## config.mk

```make
export PLATFORM = sky130hd
export DESIGN_NAME = layer_stream_collector
export DESIGN_NICKNAME = d
export VERILOG_FILES = /design/src/rtl/layer_stream_collector.sv
export SDC_FILE = /design/constraint.sdc
export NUM_CORES = 1
export LEC_CHECK = 0
export CELL_PAD_IN_SITES_DETAIL_PLACEMENT = 1
export CELL_PAD_IN_SITES_GLOBAL_PLACEMENT = 2
export CORE_MARGIN = 2
export CORE_UTILIZATION = 31
export DETAILED_ROUTE_END_ITERATION = 6
export PLACE_DENSITY = 0.85
export SKIP_LAST_GASP = 1
export SLEW_MARGIN = 30
export SYNTH_ARGS = -nofsm -noshare
export SYNTH_HDL_FRONTEND = slang
export SYNTH_SLANG_ARGS = --single-unit
```

## constraint.sdc

```tcl
create_clock -name clk -period 3.1 [get_ports clk]
set_input_delay 0.62 -clock clk [delete_from_list [all_inputs] [get_ports clk]]
set_output_delay 0.62 -clock clk [all_outputs]
set_load 0.005 [all_outputs]
```

## src/rtl/layer_stream_collector.sv

```systemverilog
// Serial-to-parallel collector: packs NEURON_NUM stream words into one flat frame vector.
// Optional macro FRAME_TIMEOUT_EN adds an idle-gap timeout that discards partial frames.
module layer_stream_collector #(
   parameter int NEURON_NUM     = 10,
   parameter int DATA_WIDTH     = 16,
   parameter int CNT_WIDTH      = 16,
   parameter int TIMEOUT_CYCLES = 64
) (
   input  logic                             clk,
   input  logic                             rst,
   input  logic [DATA_WIDTH-1:0]            in_data,
   input  logic                             in_valid,
   output logic [NEURON_NUM*DATA_WIDTH-1:0] out_data,
   output logic                             out_valid,
   output logic [CNT_WIDTH-1:0]             frame_cnt,
   output logic                             frame_err
);

   localparam int FRAME_W = NEURON_NUM * DATA_WIDTH;
   localparam logic [CNT_WIDTH-1:0] LAST_IDX = CNT_WIDTH'(NEURON_NUM - 1);

   typedef enum logic {
      IDLE,
      COLLECT
   } state_t;

   state_t               state_q, state_d;
   logic [CNT_WIDTH-1:0] word_cnt_q, word_cnt_d;
   logic [FRAME_W-1:0]   assembly_q, assembly_d;
   logic                 frame_done;
   logic                 timeout;

`ifdef FRAME_TIMEOUT_EN
   localparam int GAP_W = $clog2(TIMEOUT_CYCLES + 1);
   localparam logic [GAP_W-1:0] GAP_LAST = GAP_W'(TIMEOUT_CYCLES - 1);
   logic [GAP_W-1:0] gap_q;
`endif

   // NOTE: every variable gets a default before the case so no path can infer a latch.
   always_comb begin
      state_d    = state_q;
      word_cnt_d = word_cnt_q;
      assembly_d = assembly_q;
      frame_done = 1'b0;
      timeout    = 1'b0;
      case (state_q)
         IDLE: begin
            if (in_valid) begin
               assembly_d[0 +: DATA_WIDTH] = in_data;
               word_cnt_d = CNT_WIDTH'(1);
               state_d    = COLLECT;
            end
         end
         COLLECT: begin
            if (in_valid) begin
               // Constant-index slot select keeps the write a plain decoder.
               for (int k = 0; k < NEURON_NUM; k++) begin
                  if (word_cnt_q == CNT_WIDTH'(k)) begin
                     assembly_d[k*DATA_WIDTH +: DATA_WIDTH] = in_data;
                  end
               end
               if (word_cnt_q == LAST_IDX) begin
                  frame_done = 1'b1;
                  word_cnt_d = '0;
                  state_d    = IDLE;
               end else begin
                  word_cnt_d = word_cnt_q + 1'b1;
               end
            end
`ifdef FRAME_TIMEOUT_EN
            else if (gap_q == GAP_LAST) begin
               timeout    = 1'b1;
               word_cnt_d = '0;
               state_d    = IDLE;
            end
`endif
         end
         default: state_d = IDLE;
      endcase
   end

   // NOTE: sequential state uses non-blocking assignments so every register samples pre-edge values.
   always_ff @(posedge clk) begin
      if (rst) begin
         state_q    <= IDLE;
         word_cnt_q <= '0;
         // NOTE: the assembly register is reset even though unwritten slots are don't-care,
         // so it never carries X into simulation or equivalence checks.
         assembly_q <= '0;
         out_data   <= '0;
         out_valid  <= 1'b0;
         frame_cnt  <= '0;
      end else begin
         state_q    <= state_d;
         word_cnt_q <= word_cnt_d;
         assembly_q <= assembly_d;
         out_valid  <= frame_done;
         if (frame_done) begin
            out_data  <= assembly_d;
            frame_cnt <= frame_cnt + 1'b1;
         end
      end
   end

`ifdef FRAME_TIMEOUT_EN
   // Gap counter runs only while a partial frame is waiting.
   always_ff @(posedge clk) begin
      if (rst) begin
         gap_q     <= '0;
         frame_err <= 1'b0;
      end else begin
         frame_err <= timeout;
         if (state_q != COLLECT || in_valid || timeout) begin
            gap_q <= '0;
         end else begin
            gap_q <= gap_q + 1'b1;
         end
      end
   end
`else
   assign frame_err = timeout;
`endif

endmodule

```

* Word level (Yosys, flattened, before mapping)
Cells that the tools add are included.
** Operators by class
- Add/subtract/negate cells :: 2
- $mul :: 0
- Div/mod/pow operators :: 0
- Order comparisons :: 0
- Equal/unequal tests :: 11
- Shifts and indexed selects :: 0
- Muxes and demuxes :: 25
- Bitwise gates (word level) :: 1
- Reduce and logical (&&, ||, !) cells :: 2
** Operator list (count)
- 16-bit two-way mux :: 14
- 160-bit two-way mux :: 1
- 144-bit two-way mux :: 1
- 16-bit by 3-bit equality test with 1-bit output (second input constant) :: 4
- 16-bit one-hot mux with 2 select lines :: 2
- 16-bit by 1-bit adder with 16-bit output (second input constant) :: 2
- 16-bit by 2-bit equality test with 1-bit output (second input constant) :: 2
- 16-bit by 4-bit equality test with 1-bit output (second input constant) :: 2
- 16-bit by 1-bit equality test with 1-bit output (second input constant) :: 1
- 16-bit zero test :: 1
- 1-bit two-way mux :: 6
- 2-bit != test (second input constant) :: 2
- 1-bit one-hot mux with 2 select lines :: 1
- 2-bit AND reduction :: 1
- 1-bit inverter :: 1
** Word-level totals
- Flip-flop bits (word level) :: 354
- Bits in latches :: 0
- Bits in writable memories :: 0
- Memory bits (read-only) :: 0
- Output and inout bits :: 178
- Word-level logic and storage cells :: 47
- Memories :: 0

* Logic depth before layout (Yosys ltp)
- Word-level depth :: 4
- Depth in mapped cells :: 10
- Mapped depth without buffers :: 7

* Worst setup path before layout
OpenSTA, ideal clock, no wires.
- Kind :: flip-flop to flip-flop
- From :: reg word_cnt_q[11]
- To :: reg frame_cnt[15]
- Arrival :: 2.763 ns
- Required time :: 3.030 ns
- Path slack :: 0.267 ns
- Stages on the path, launching flop included :: 8
- Path buffers :: 2
- Period minus slack after synthesis :: 2.833 ns
- Path through :: dfxtp_1 -> or4_1 -> buf_2 -> or4_4 -> buf_6 -> or4_4 -> or4_1 -> a21oi_1
** Between the ends
- Word-level cells in the longest chain between the ends :: 4
** RTL lines
- from (decl) :: RTL line 28 : logic [CNT_WIDTH-1:0] word_cnt_q, word_cnt_d;
- from (signal assigned) :: RTL line 95 : word_cnt_q <= word_cnt_d;
- 16-bit by 4-bit equality test with 1-bit output :: RTL line 62 : if (word_cnt_q == LAST_IDX) begin
- 1-bit two-way mux :: RTL line 62
- 1-bit two-way mux :: RTL line 55 : if (in_valid) begin
- 1-bit two-way mux :: RTL line 46 : case (state_q)
- to (signal assigned) :: RTL line 100 : frame_cnt <= frame_cnt + 1'b1;
- to (decl) :: RTL line 15 : output logic [CNT_WIDTH-1:0] frame_cnt,
Every way passes these cells.
A chain may end at the register's enable or synchronous reset.

* Worst setup path in the final report
Ends and elaborated chain as after synthesis.

==> out/results.md <==
- area of the multi-input gates: 5110 um2
- number of nets in the final layout: 1720
- Clock transition at path regs: 0.06 ns
- number of inserted filler cells in the final layout: 4658
- dominant synthesized flop cell: sky130_fd_sc_hd__dfxtp_1
- critical path class: reg -> reg
- top-level port count: 197
- CTS buffer count: 38
- kind of path behind the tightest hold check: reg -> reg
- setup skew after layout: 0.0180 ns
- CP required: 3.58 ns
- clock latency reported for the late side of the worst-skew pair: 0.55 ns
- number of input and output port buffers inserted: 195
- HPWL after detailed placement: 27300 um
- peak fanout along the critical path: 12
- setup TNS: 0 ns
- share of synthesized area occupied by flip-flops and latches: 54.8%
- number of sinks on the clock net: 338
- cell area after placement: 15000 um2
- cts hold-fix bufs: 0
- count of unresolved DRC violations after routing: 0
- die height: 204 um
- routed wirelength normalized by instance count: 18.6 um
- Fin. Hold Viols: 0
- share of async-settable or async-resettable flops after synthesis: 0%
- power share of the sequential group: 47.2%
- TritonCTS clock tree: yes
- Ant. Diodes: 0
- max_cap viols: 0
- Critical Path Sink Type: flip-flop
- wire length of the first global-routing pass: 64900 um
- Cell Int Power: 7240 uW
- RSZ-0062 raised after global routing: no
- antenna-violating nets left: 0
- Synth Warn #: 0
- placement row count: 73
- Die Span X: 204 um
- initial core utilization: 31.2%
- vias after detailed routing: 11032
- f_max: 344 MHz
- die footprint: 41500 um2
- power density over the cells: 570 nW/um2
- number of setup violations in the final report: 0
- Vias per Instance: 4.92
- post-route cell area: 16300 um2
- placed cell count: 2180
- Worst setup SP type: flip-flop
- share of the core filled with cells in the final layout: 41.1%
- DRT iter0 DRCs: 501
- net switching share of the total power: 21.9%
- transition time at the pin with the least slew margin: 0.911 ns
- total length of routed wires: 41800 um
- period utilisation layout: 93.8%
- layout overhead on the synthesized area: 31.6%
- count of pins over their slew limit: 0
- instance count of the mapped netlist: 1533
- switching component of the power: 2030 uW
- DRT Pass-1 Iters: 4
- Clk pwr share: 49.2%
- placeable core region: 39500 um2
- Min Clock Period, post-route: 2.91 ns
- antenna violations before repair: 0
- number of setup buffers added after CTS: 0
- register bit count reported by yosys: 338
- cell area after technology mapping: 12400 um2
- relative max-transition margin: 39.1%
- run status: completed
- Distinct cells, synth: 43
- fin cells: 2244
- vias in the first global route: 11269
- deepest clock path buffer count: 3
- number of enable flip-flop cells after synthesis: 0
- Global Route Usage Sum: 20.2%
- power share of the combinational group: 3.6%
- aggregate global routing overflow: 0
- mean area per synthesized cell: 8.06 um2
- final weighted congestion of routability-driven global placement: 0.792
- pin count of the biggest net entering global routing: 77
- flip-flop and latch area: 6770 um2
- worst vdd rail ir drop: 0.425 mV
- share of final-layout standard cells stronger than drive strength 1: 6.92%
- net count after synthesis: 1558
- Gates resized, CTS repair: 0
- data arrival time at the worst-slack endpoint: 3.39 ns
- leakage power: 0.00559 uW
- count of H-tree levels built during CTS: 2
- CTS root buf: sky130_fd_sc_hd__clkbuf_16
-- state kept, by name (all words and copies together) (netlist names) --
name / cells
word_cnt_q: 16
state_q: 1
out_valid: 1
out_data: 160
frame_cnt: 16
assembly_q: 144
-- Yosys cell counts (2+ instances only) --
cell | instances | area [um2]
sky130_fd_sc_hd__nand4_1 | 10 | 62.6
sky130_fd_sc_hd__or4_1 | 5 | 37.5
sky130_fd_sc_hd__o21ai_0 | 7 | 35.0
sky130_fd_sc_hd__clkbuf_1 | 121 | 454
sky130_fd_sc_hd__nand2_1 | 531 | 1990
sky130_fd_sc_hd__and3_1 | 10 | 62.6
sky130_fd_sc_hd__nor4_1 | 7 | 43.8
sky130_fd_sc_hd__nor2_1 | 70 | 263
sky130_fd_sc_hd__xnor2_1 | 8 | 70.1
sky130_fd_sc_hd__a211oi_1 | 16 | 120
sky130_fd_sc_hd__nand3_1 | 21 | 105
sky130_fd_sc_hd__nand2b_1 | 5 | 31.3
sky130_fd_sc_hd__dfxtp_1 | 338 | 6770
sky130_fd_sc_hd__or4_4 | 2 | 22.5
sky130_fd_sc_hd__or3_1 | 8 | 50.1
sky130_fd_sc_hd__a21oi_1 | 267 | 1340
sky130_fd_sc_hd__mux2i_1 | 48 | 480
sky130_fd_sc_hd__buf_1 | 2 | 7.51
sky130_fd_sc_hd__inv_1 | 6 | 22.5
sky130_fd_sc_hd__nor3b_1 | 2 | 15.0
sky130_fd_sc_hd__ha_1 | 6 | 75.1
sky130_fd_sc_hd__nor3_1 | 9 | 45.0
sky130_fd_sc_hd__xor2_1 | 9 | 78.8
sky130_fd_sc_hd__and2_0 | 3 | 18.8
sky130_fd_sc_hd__a31oi_1 | 4 | 25.0
-- stage by stage --
| step | setup slack, ns | power (uW) | hold WS, ns |
|---|---|---|---|
| after global placement | 0.278 | 4810 | 0.438 |
| final | 0.191 | 9270 | 0.451 |
| after floorplan | 0.267 | 4640 | 0.432 |
| after CTS | 0.194 | 9400 | 0.452 |
| after detailed placement | 0.211 | 4810 | 0.446 |
| after global routing | 0.125 | 9600 | 0.462 |
-- critical path, cell delays in order (launching register included) --
cell,delay [ns]
sky130_fd_sc_hd__dfxtp_1,0.35
sky130_fd_sc_hd__or4_1,0.57
sky130_fd_sc_hd__or4_4,0.62
sky130_fd_sc_hd__or4_4,0.62
sky130_fd_sc_hd__or4_1,0.53
sky130_fd_sc_hd__a21oi_1,0.16
-- metal layers --
metal	global-route usage, %	up-vias	wire (um)
li1	-	5347	-
met1	26.3	5421	19200
met4	6.54	0	903
met2	34.4	212	20300
met5	0	-	0
met3	2.75	52	1490
-- cell type report --
cell class	instances	area share, %
Multi-Input combinational cell	1062	31.4
Sequential cell	338	41.6
Clock buffer	55	6.74
Inverter	6	0.138
Tap cell	525	4.04
Timing Repair Buffer	249	15.1
Clock inverter	9	0.915
-- layout by cell type, fill, tap and decap left out, types with 4 or more instances in the layout --
cell type                         instances
sky130_fd_sc_hd__clkinv_2                 4
sky130_fd_sc_hd__clkbuf_1                10
sky130_fd_sc_hd__nand2b_1                 5
sky130_fd_sc_hd__a211oi_1                16
sky130_fd_sc_hd__nor3_1                   7
sky130_fd_sc_hd__bufinv_16                4
sky130_fd_sc_hd__clkbuf_16               39
sky130_fd_sc_hd__nor2_1                  69
sky130_fd_sc_hd__dfxtp_1                338
sky130_fd_sc_hd__and3_1                  10
sky130_fd_sc_hd__nand3_1                 21
sky130_fd_sc_hd__buf_12                   8
sky130_fd_sc_hd__ha_1                     6
sky130_fd_sc_hd__inv_1                    6
sky130_fd_sc_hd__mux2i_1                 48
sky130_fd_sc_hd__a31oi_1                  4
sky130_fd_sc_hd__or4_1                    5
sky130_fd_sc_hd__a21oi_1                267
sky130_fd_sc_hd__nor4_1                   7
sky130_fd_sc_hd__nand4_1                 10
sky130_fd_sc_hd__buf_4                   46
sky130_fd_sc_hd__clkdlybuf4s50_1        194
sky130_fd_sc_hd__or3_1                    8
sky130_fd_sc_hd__nand2_1                530
sky130_fd_sc_hd__xnor2_1                  8
sky130_fd_sc_hd__o21ai_0                  7
sky130_fd_sc_hd__clkbuf_8                 6
sky130_fd_sc_hd__xor2_1                   9
-- cell families (layout without fill, tap and decap cells) --
| kind of cell | Yosys count | after routing | synth area share, % |
|---|---|---|---|
| fa+ha+maj | 6 | 6 | 0.607 |
| buf+inv | 133 | 319 | 4.15 |
| simple gates | 688 | 688 | 22.6 |
| xor+xnor | 17 | 17 | 1.20 |
| other cells | 1 | 1 | 0.0303 |
| mux | 48 | 48 | 3.89 |
| flops | 338 | 338 | 54.8 |
| compound gates | 302 | 302 | 12.8 |
-- worst paths after layout --
path,start,to,slack (ns),cells after the start
max,word_cnt_q[11],frame_cnt[15],0.19,5
max reg2reg,word_cnt_q[11],frame_cnt[15],0.19,5
min,out_data[57],out_data[57],0.45,2
min reg2reg,out_data[57],out_data[57],0.45,2
-- power groups by stage --
stage | sequential (uW) | clock (uW) | combinational, uW
floorplan | 4470 | 0 | 171
global placement | 4470 | 0 | 332
detailed placement | 4470 | 0 | 335
CTS | 4380 | 4690 | 335
global route | 4380 | 4870 | 353
finish | 4380 | 4560 | 329
Power figures use the tool's default switching activity.
